`config.mk`:
```
export PLATFORM = sky130hd
export DESIGN_NAME = rtdf_sample_packer_flat
export DESIGN_NICKNAME = d
export VERILOG_FILES = /design/src/rtl/rtdf_sample_packer_if.sv /design/src/rtl/rtdf_sample_packer.sv /design/src/flat_wrapper.sv
export SDC_FILE = /design/constraint.sdc
export NUM_CORES = 1
export LEC_CHECK = 0
export CORE_MARGIN = 8
export CORE_UTILIZATION = 57
export DETAILED_ROUTE_END_ITERATION = 7
export GPL_TIMING_DRIVEN = 0
export PLACE_DENSITY_LB_ADDON = 0.15
export REMOVE_ABC_BUFFERS = 1
export SYNTH_ARGS = -nofsm -noshare
export SYNTH_HDL_FRONTEND = slang
export SYNTH_SLANG_ARGS = --single-unit
```
`constraint.sdc`:
```
create_clock -name clk_sample -period 3.6 [get_ports clk_sample]
set_input_delay 0.72 -clock clk_sample [delete_from_list [all_inputs] [get_ports clk_sample]]
set_output_delay 0.72 -clock clk_sample [all_outputs]
set_load 0.005 [all_outputs]
```
`src/rtl/rtdf_sample_packer_if.sv`:
```
// Sample-in / word-out stream bundle for the real-time sample packer.
interface rtdf_sample_packer_if;
    localparam int unsigned SAMPLE_W = 3;
    localparam int unsigned WORD_W   = 16;

    logic                sample_valid;
    logic [SAMPLE_W-1:0] sample_data;
    logic                word_valid;
    logic [WORD_W-1:0]   word_data;
    logic                word_ready;

    // Packer side: consumes samples, produces words
    modport master (
        input  sample_valid,
        input  sample_data,
        input  word_ready,
        output word_valid,
        output word_data
    );

    // Environment side: produces samples, consumes words
    modport slave (
        output sample_valid,
        output sample_data,
        output word_ready,
        input  word_valid,
        input  word_data
    );
endinterface

```
`src/rtl/rtdf_sample_packer.sv`:
```
// Packs 3b samples LSB-first into 16b words and queues them in a small FWFT FIFO.
module rtdf_sample_packer #(
    parameter int unsigned FIFO_DEPTH = 4,
    parameter int unsigned FIFO_AW    = 2,
    parameter int unsigned CNT_WIDTH  = 16
) (
    input  logic                    clk_sample,
    input  logic                    reset_n,
    rtdf_sample_packer_if.master    bus,
    input  logic                    flush,
    input  logic                    clear_stats,
    output logic [FIFO_AW:0]        fill_level,
    output logic [3:0]              bit_phase,
    output logic                    flush_busy,
    output logic [CNT_WIDTH-1:0]    word_count,
    output logic [CNT_WIDTH-1:0]    drop_count,
    output logic                    overflow
);
    localparam int unsigned WORD_W = 16;
    localparam int unsigned ACC_W  = 18;

    typedef enum logic [0:0] {ST_RUN, ST_PAD} state_e;
    typedef logic [FIFO_AW-1:0]   ptr_t;
    typedef logic [FIFO_AW:0]     lvl_t;
    typedef logic [CNT_WIDTH-1:0] stat_t;

    state_e              state_q, state_d;
    logic [ACC_W-1:0]    acc_q, acc_d;
    logic [3:0]          nbits_q, nbits_d;
    logic [WORD_W-1:0]   mem_q [FIFO_DEPTH];
    ptr_t                wr_ptr_q, wr_ptr_d;
    ptr_t                rd_ptr_q, rd_ptr_d;
    lvl_t                cnt_q, cnt_d;
    stat_t               word_cnt_q, word_cnt_d;
    stat_t               drop_cnt_q, drop_cnt_d;
    logic                ovf_q, ovf_d;

    logic [ACC_W-1:0]    acc_new, acc_sel;
    logic [4:0]          t;
    logic                push, pop, full, accept, drop;
    logic [WORD_W-1:0]   push_word;

    // Packing FSM: accumulate bits, emit full words, handle flush padding
    always_comb begin
        state_d   = state_q;
        acc_d     = acc_q;
        nbits_d   = nbits_q;
        push      = 1'b0;
        push_word = '0;
        acc_new   = acc_q | (ACC_W'(bus.sample_data) << nbits_q);
        acc_sel   = bus.sample_valid ? acc_new : acc_q;
        t         = 5'(nbits_q) + (bus.sample_valid ? 5'd3 : 5'd0);
        case (state_q)
            ST_RUN: begin
                if (t >= 5'd16) begin
                    push      = 1'b1;
                    push_word = acc_sel[WORD_W-1:0];
                    acc_d     = acc_sel >> WORD_W;
                    nbits_d   = 4'(t - 5'd16);
                    // Leftover bits under flush still need their own padded word
                    if (flush && (t > 5'd16)) state_d = ST_PAD;
                end else if (flush && (t != 5'd0)) begin
                    push      = 1'b1;
                    push_word = acc_sel[WORD_W-1:0];
                    acc_d     = '0;
                    nbits_d   = '0;
                end else begin
                    acc_d   = acc_sel;
                    nbits_d = 4'(t);
                end
            end
            ST_PAD: begin
                push      = 1'b1;
                push_word = acc_q[WORD_W-1:0];
                state_d   = ST_RUN;
                acc_d     = bus.sample_valid ? ACC_W'(bus.sample_data) : '0;
                nbits_d   = bus.sample_valid ? 4'd3 : 4'd0;
            end
            default: state_d = ST_RUN;
        endcase
    end

    // FIFO bookkeeping and saturating statistics
    always_comb begin
        pop      = (cnt_q != '0) && bus.word_ready;
        full     = (cnt_q == lvl_t'(FIFO_DEPTH));
        accept   = push && (!full || pop);
        drop     = push && full && !pop;
        wr_ptr_d = accept ? wr_ptr_q + ptr_t'(1) : wr_ptr_q;
        rd_ptr_d = pop ? rd_ptr_q + ptr_t'(1) : rd_ptr_q;
        cnt_d    = cnt_q + lvl_t'(accept) - lvl_t'(pop);
        word_cnt_d = word_cnt_q;
        drop_cnt_d = drop_cnt_q;
        ovf_d      = ovf_q | drop;
        if (accept && (word_cnt_q != '1)) word_cnt_d = word_cnt_q + stat_t'(1);
        if (drop && (drop_cnt_q != '1))   drop_cnt_d = drop_cnt_q + stat_t'(1);
        if (clear_stats) begin
            word_cnt_d = '0;
            drop_cnt_d = '0;
            ovf_d      = 1'b0;
        end
    end

    // State, accumulator, FIFO storage and counters
    always_ff @(posedge clk_sample or negedge reset_n) begin
        if (!reset_n) begin
            state_q    <= ST_RUN;
            acc_q      <= '0;
            nbits_q    <= '0;
            wr_ptr_q   <= '0;
            rd_ptr_q   <= '0;
            cnt_q      <= '0;
            word_cnt_q <= '0;
            drop_cnt_q <= '0;
            ovf_q      <= 1'b0;
            for (int i = 0; i < int'(FIFO_DEPTH); i++) mem_q[i] <= '0;
        end else begin
            state_q    <= state_d;
            acc_q      <= acc_d;
            nbits_q    <= nbits_d;
            wr_ptr_q   <= wr_ptr_d;
            rd_ptr_q   <= rd_ptr_d;
            cnt_q      <= cnt_d;
            word_cnt_q <= word_cnt_d;
            drop_cnt_q <= drop_cnt_d;
            ovf_q      <= ovf_d;
            if (accept) mem_q[wr_ptr_q] <= push_word;
        end
    end

    assign bus.word_valid = (cnt_q != '0);
    assign bus.word_data  = mem_q[rd_ptr_q];
    assign fill_level     = cnt_q;
    assign bit_phase      = nbits_q;
    assign flush_busy     = (state_q == ST_PAD);
    assign word_count     = word_cnt_q;
    assign drop_count     = drop_cnt_q;
    assign overflow       = ovf_q;
endmodule

```
`src/flat_wrapper.sv`:
```
// flat-port wrapper written by rule: the top's interface ports become plain ports
module rtdf_sample_packer_flat 
#(
    parameter int unsigned FIFO_DEPTH = 4,
    parameter int unsigned FIFO_AW    = 2,
    parameter int unsigned CNT_WIDTH  = 16
)
  (clk_sample, reset_n, flush, clear_stats, fill_level, bit_phase, flush_busy, word_count, drop_count, overflow, bus_sample_valid, bus_sample_data, bus_word_ready, bus_word_valid, bus_word_data);
  rtdf_sample_packer_if bus_i ();
  input  logic clk_sample;
  input  logic reset_n;
  input  logic flush;
  input  logic clear_stats;
  output logic [FIFO_AW:0] fill_level;
  output logic [3:0] bit_phase;
  output logic flush_busy;
  output logic [CNT_WIDTH-1:0] word_count;
  output logic [CNT_WIDTH-1:0] drop_count;
  output logic overflow;
  input wire logic [$bits(bus_i.sample_valid)-1:0] bus_sample_valid;
  input wire logic [$bits(bus_i.sample_data)-1:0] bus_sample_data;
  input wire logic [$bits(bus_i.word_ready)-1:0] bus_word_ready;
  output wire logic [$bits(bus_i.word_valid)-1:0] bus_word_valid;
  output wire logic [$bits(bus_i.word_data)-1:0] bus_word_data;
  assign bus_i.sample_valid = bus_sample_valid;
  assign bus_i.sample_data = bus_sample_data;
  assign bus_i.word_ready = bus_word_ready;
  assign bus_word_valid = bus_i.word_valid;
  assign bus_word_data = bus_i.word_data;
  rtdf_sample_packer #(.FIFO_DEPTH(FIFO_DEPTH), .FIFO_AW(FIFO_AW), .CNT_WIDTH(CNT_WIDTH)) u_core (.clk_sample(clk_sample), .reset_n(reset_n), .bus(bus_i), .flush(flush), .clear_stats(clear_stats), .fill_level(fill_level), .bit_phase(bit_phase), .flush_busy(flush_busy), .word_count(word_count), .drop_count(drop_count), .overflow(overflow));
endmodule
```
# After elaboration in Yosys (flattened, before gate mapping)
# Cells that the tools add are included.
# totals
output_inout_bits	58
reg_bits	127
word_cells	81
input_bits	9
# classes
mux	30
shifts	1
n_reduce_logical	16
n_addsub	8
eq_ne	3
magnitude_cmp	5
bitwise	5
# op_table
op	n
16-bit two-way mux	9
64-bit bitwise mux	1
18-bit two-way mux	3
18-bit case mux with 2 select lines	1
16-bit by 1-bit adder with 16-bit output, second input constant	2
16-bit binary-select mux with 2-bit select	1
16-bit demux with 2-bit select	1
16-bit inequality test, second input constant	2
16-bit case mux with 2 select lines	1
18-bit OR	1
3-bit by 4-bit << shifter with 18-bit output	1
1-bit logical AND	9
4-bit two-way mux	2
4-bit case mux with 2 select lines	1
3-bit greater-or-equal comparator, second input constant	2
2-bit NOT with 3-bit output	2
4-bit by 2-bit adder with 5-bit output	1
5-bit greater-or-equal comparator, second input constant	1
5-bit greater-than comparator, second input constant	1
1-bit two-way mux	5
5-bit nonzero test	1
2-bit by 1-bit adder with 2-bit output, second input constant	2
2-bit two-way mux	2
1-bit case mux with 2 select lines	2
12 further kinds	14

# Logic depth before layout (Yosys ltp)
# depth
ltp_word	12
mapped_depth	14
depth_no_buf	12

# Worst setup path after synthesis
# OpenSTA, ideal clock, no wires.
# synth_path
path_type	in2reg
start	input bus_sample_valid
end	register u_core.cnt_q[2], in the netlist u_core.fill_level[2]
cell_stages	14
arrival_ps	3102
slack_ps	368
required_ps	3470
setup_time_ps	130
n_path_buf	2
path_cell_list	ha_1 -> inv_1 -> fa_1 -> nand3b_1 -> a31oi_2 -> o21ai_2 -> buf_2 -> buf_4 -> inv_1 -> ha_1 -> inv_1 -> fa_1 -> xnor2_1 -> xnor2_1
# synth_between
elab_chain_cells	10
word_cells_on_any_way	11
classes_between	add/sub: 3; order compare: 1; mux: 4; reduce/logical: 3
# synth_rtl
element	line_no	rtl
from (decl)	flat_wrapper.sv:20	input wire logic [$bits(bus_i.sample_valid)-1:0] bus_sample_valid;
2-bit two-way mux (*)	rtdf_sample_packer.sv:52	t = 5'(nbits_q) + (bus.sample_valid ? 5'd3 : 5'd0);
4-bit by 2-bit adder with 5-bit output (*)	rtdf_sample_packer.sv:52	
parallel branches: the longest is 3 deep, another holds 5-bit greater-or-equal comparator	n/a	
1-bit two-way mux (*)	rtdf_sample_packer.sv:55	if (t >= 5'd16) begin
1-bit case mux with 2 select lines (*)	rtdf_sample_packer.sv:53	case (state_q)
1-bit logical AND (*)	rtdf_sample_packer.sv:87	accept = push && (!full || pop);
named net u_core.accept	rtdf_sample_packer.sv:40	logic push, pop, full, accept, drop;
3-bit by 1-bit adder with 3-bit output (*)	rtdf_sample_packer.sv:91	cnt_d = cnt_q + lvl_t'(accept) - lvl_t'(pop);
3-bit by 1-bit subtractor with 3-bit output (*)	rtdf_sample_packer.sv:91	
named net u_core.cnt_d[2]	rtdf_sample_packer.sv:33	lvl_t cnt_q, cnt_d;
to (signal assigned)	rtdf_sample_packer.sv:123	cnt_q <= cnt_d;
to (decl)	rtdf_sample_packer.sv:33	
# Mark *: on every way through the listed nets, which the timed path passes.
# A chain may end at the register's enable or synchronous reset.

# Worst setup path after layout
# layout_path
start	register u_core.nbits_q[0], in the netlist u_core.bit_phase[0]
end	register u_core.cnt_q[2], in the netlist u_core.fill_level[2]
# layout_between
elab_chain_cells	9
word_cells_on_any_way	10
classes_between	add/sub: 3; order compare: 1; mux: 3; reduce/logical: 3
# layout_rtl
element	line_no	rtl
from (decl)	rtdf_sample_packer.sv:29	logic [3:0] nbits_q, nbits_d;
from (signal assigned)	rtdf_sample_packer.sv:120	nbits_q <= nbits_d;
4-bit by 2-bit adder with 5-bit output (*)	rtdf_sample_packer.sv:52	
parallel branches: the longest is 3 deep, another holds 5-bit greater-or-equal comparator	n/a	
1-bit two-way mux (*)	rtdf_sample_packer.sv:55	
1-bit case mux with 2 select lines (*)	rtdf_sample_packer.sv:53	
1-bit logical AND (*)	rtdf_sample_packer.sv:87	
named net u_core.accept	rtdf_sample_packer.sv:40	
3-bit by 1-bit adder with 3-bit output (*)	rtdf_sample_packer.sv:91	
3-bit by 1-bit subtractor with 3-bit output (*)	rtdf_sample_packer.sv:91	
named net u_core.cnt_d[2]	rtdf_sample_packer.sv:33	
# Marks and branches as above.

==> flow_metrics.tcl <==
set metrics [dict create \
    status "completed" \
    rows 38 \
    p_total_mw 5.84 \
    grt_setup_unrepaired "no" \
    n_fill_cell 809 \
    cts_tree "built" \
    grt_pass1_vias 5255 \
    cts_buffer_depth 2 \
    overflow 0 \
    ios 67 \
    synth.yosys.warnings 0 \
    reg2reg_depth 12 \
    p_sw_share_pct 30.7 \
    vias 5128 \
    synth_top_cell_area_share_pct 50.4 \
    dieHeight_um 121 \
    whs_ns 0.195 \
    cts_hold_buf 0 \
    critical_path.startpoint_type "flop" \
    gr-usage-all-layers_pct 22.2 \
    r2r_start "u_core.bit_phase[0]$_DFF_PN0_" \
    synth_area_leader_cell "dfrtp_1" \
    cts-htree-levels 4 \
    arrival_ns 3.72 \
    async_reset_ff_share_pct 100 \
    clockPowerShare_pct 30.1 \
    first_iter_violations 492 \
    p_comb_share_pct 31.2 \
    ys.flop_type "dfrtp_1" \
    antenna_found_initial 0 \
    intPower_mw 4.05 \
    grt_max_degree 66 \
    setup_tns_ns 0 \
    ys_seq_area_share_pct 50.4 \
    p_sw_mw 1.79 \
    r2r_end "u_core.fill_level[2]$_DFF_PN0_" \
    fin_ws_ns 0.276 \
    syn_inst 622 \
    fp.dieW_um 121 \
    wl_per_cell_um 18.8 \
    hold_viol 0 \
    diodes 0 \
    register_area_um2 3180 \
    viasPerCell 6.22 \
    layout.nets 694 \
    yosys_register_bits 127 \
    synthesis.area_um2 6300 \
    drv_slew 0 \
    place_ws_ns -1.18 \
    root_buffer "clkbuf_8" \
    drc 0 \
    cp_max_fo 11 \
    max_freq_mhz 301 \
    setup_viol 0 \
    required_ns 3.99 \
    wirelength_um 15500 \
    worst_pin_slew_ns 0.914 \
    worstSkewPairLatency_ns 0.51 \
    path_class "reg -> reg" \
    grt_first_pass_wirelength_um 26000 \
    p_seq_share_pct 38.7 \
    power_leakage_nw 3.11 \
    syn_to_final_growth_pct 21.0 \
    rrSetupSlack_ns 0.28 \
    clock_sinks 127 \
    peakVddDrop_uv 528 \
    port_buffers 66 \
    endpoint_kind "flop" \
    dpl.hpwl_um 9530 \
    max-slew-margin-rel_pct 39.0 \
    fin_crit_sh_pct 92.3 \
    cts.reportedPaths.clkPinSlew_ns 0.06 \
    synth_cell_types 63 \
    cts_inserted_buffers 17 \
    fin_skew_ns 0.00581 \
    syn_avg_cell_area_um2 10.1 \
    synth-edff-count 0 \
    fin_crit_ns 3.32 \
    cellPowerDensity_nw_per_um2 766 \
    final_antenna_net_count 0 \
    maxCapViolCount 0 \
    ys_top_cells_by_area "dfrtp_1 (50%), a21oi_1 (8.6%), nor2_1 (6.0%)" \
    drt-pass1-iter-count 7 \
    drive_above_1_share_pct 11.3 \
    initial_core_util_pct 58.4 \
    gp_congestion 0.840 \
    die-area_um2 14700 \
    core_area_um2 10800 \
    min_path_type "in -> async" \
    multiInputGateArea_um2 2900 \
]
-- synthesized netlist by cell type (all sizes together) (9+ instances only) --
cell,n
dfrtp,127
a21oi,108
nor2,101
clkbuf,26
nand2,22
o21ai,18
inv,16
mux4,16
nand3,15
nor2b,14
buf,12
mux2,11
nand4,11
a31oi,10
ha,10
nor3,10
o31ai,10
or3,10
or4,9
-- layout by cell type, fill, tap and decap left out, types with 10 or more instances in the layout --
master,Yosys,final
ha_1,10,10
dfrtp_1,127,126
nand4_1,10,10
o31ai_1,10,10
nand2_1,22,22
a21oi_1,108,107
inv_1,16,16
clkbuf_16,0,16
nor2_1,100,100
mux4_2,16,16
or3_1,10,10
nor3_1,10,10
nor2b_1,14,14
o21ai_0,17,17
nand3_1,15,15
clkdlybuf4s50_1,0,63
-- kinds of logic after synthesis --
family / count (synthesis) / share of synthesized area [%]
flip-flops: 127 / 50.4
buffers and inverters: 54 / 3.85
XOR/XNOR: 6 / 0.834
multiplexers: 30 / 8.16
AND/OR/NAND/NOR: 223 / 18.3
AO/OA/AOI/OAI: 170 / 15.8
adder cells (fa/ha/maj): 12 / 2.62
-- state kept, by name, indices dropped and copies added, names as in the netlist --
register	cells
u_core.acc_q	18
u_core.bit_phase	4
u_core.drop_count	16
u_core.fill_level	3
u_core.flush_busy	1
u_core.mem_q	64
u_core.overflow	1
u_core.rd_ptr_q	2
u_core.word_count	16
u_core.wr_ptr_q	2
-- what timing repair did --
action / in CTS / in global routing
gates cloned: 1 / 0
hold endpoints to repair: 0 / 0
resized for setup: 6 / 3
endpoints found under the setup margin: 86 / 99
buffers inserted: 1 / 0
pin swaps: 1 / 0
-- per-layer routing --
layer	GRT usage, %	wire length, um	vias to the layer above
met5	0	0	-
met4	8.10	294	0
met3	7.72	1110	29
met2	36.4	7770	175
met1	26.6	6340	2566
li1	-	-	2358
-- power groups by stage --
stage	Combinational (mW)	Clock, mW	Sequential (mW)
after floorplan	1.09	0	2.16
after global placement	1.73	0	2.23
after detailed placement	1.82	0	2.28
after CTS	1.85	1.78	2.26
after global routing	2.03	1.85	2.32
final	1.82	1.76	2.26
-- stage by stage --
stage | util [%] | instance area, um^2 | instances
finish | 70.6 | 7620 | 824
global route | 70.6 | 7620 | 824
CTS | 70.7 | 7630 | 824
detailed placement | 64.9 | 7000 | 792
global placement | 64.4 | 6950 | 790
floorplan | - | 6120 | 584
-- critical path, cell delays in order (launching register included) --
cell,delay [ns]
dfrtp_1,0.59
ha_1,0.27
inv_1,0.07
fa_1,0.45
nand3b_1,0.25
a31oi_2,0.52
o21ai_4,0.11
inv_1,0.10
ha_1,0.15
inv_1,0.05
fa_1,0.37
xnor2_1,0.15
xnor2_1,0.12
-- area by class of cell --
class	count	area share, %
Timing Repair Buffer	69	9.21
Tap cell	140	2.30
Clock buffer	19	5.79
Multi-Input combinational cell	442	38.0
Clock inverter	11	2.17
Sequential cell	127	41.7
Inverter	16	0.788
-- worst max-delay path by stage --
stage / start / end
floorplan: bus_sample_valid / u_core.fill_level[1]$_DFF_PN0_
global placement: reset_n / u_core.drop_count[9]$_DFFE_PN0P_
detailed placement: bus_sample_valid / u_core.fill_level[2]$_DFF_PN0_
CTS: u_core.rd_ptr_q[0]$_DFFE_PN0P_ / bus_word_data[1]
global route: u_core.bit_phase[0]$_DFF_PN0_ / u_core.fill_level[2]$_DFF_PN0_
finish: u_core.bit_phase[0]$_DFF_PN0_ / u_core.fill_level[2]$_DFF_PN0_
(Power assumes the default switching activity.)
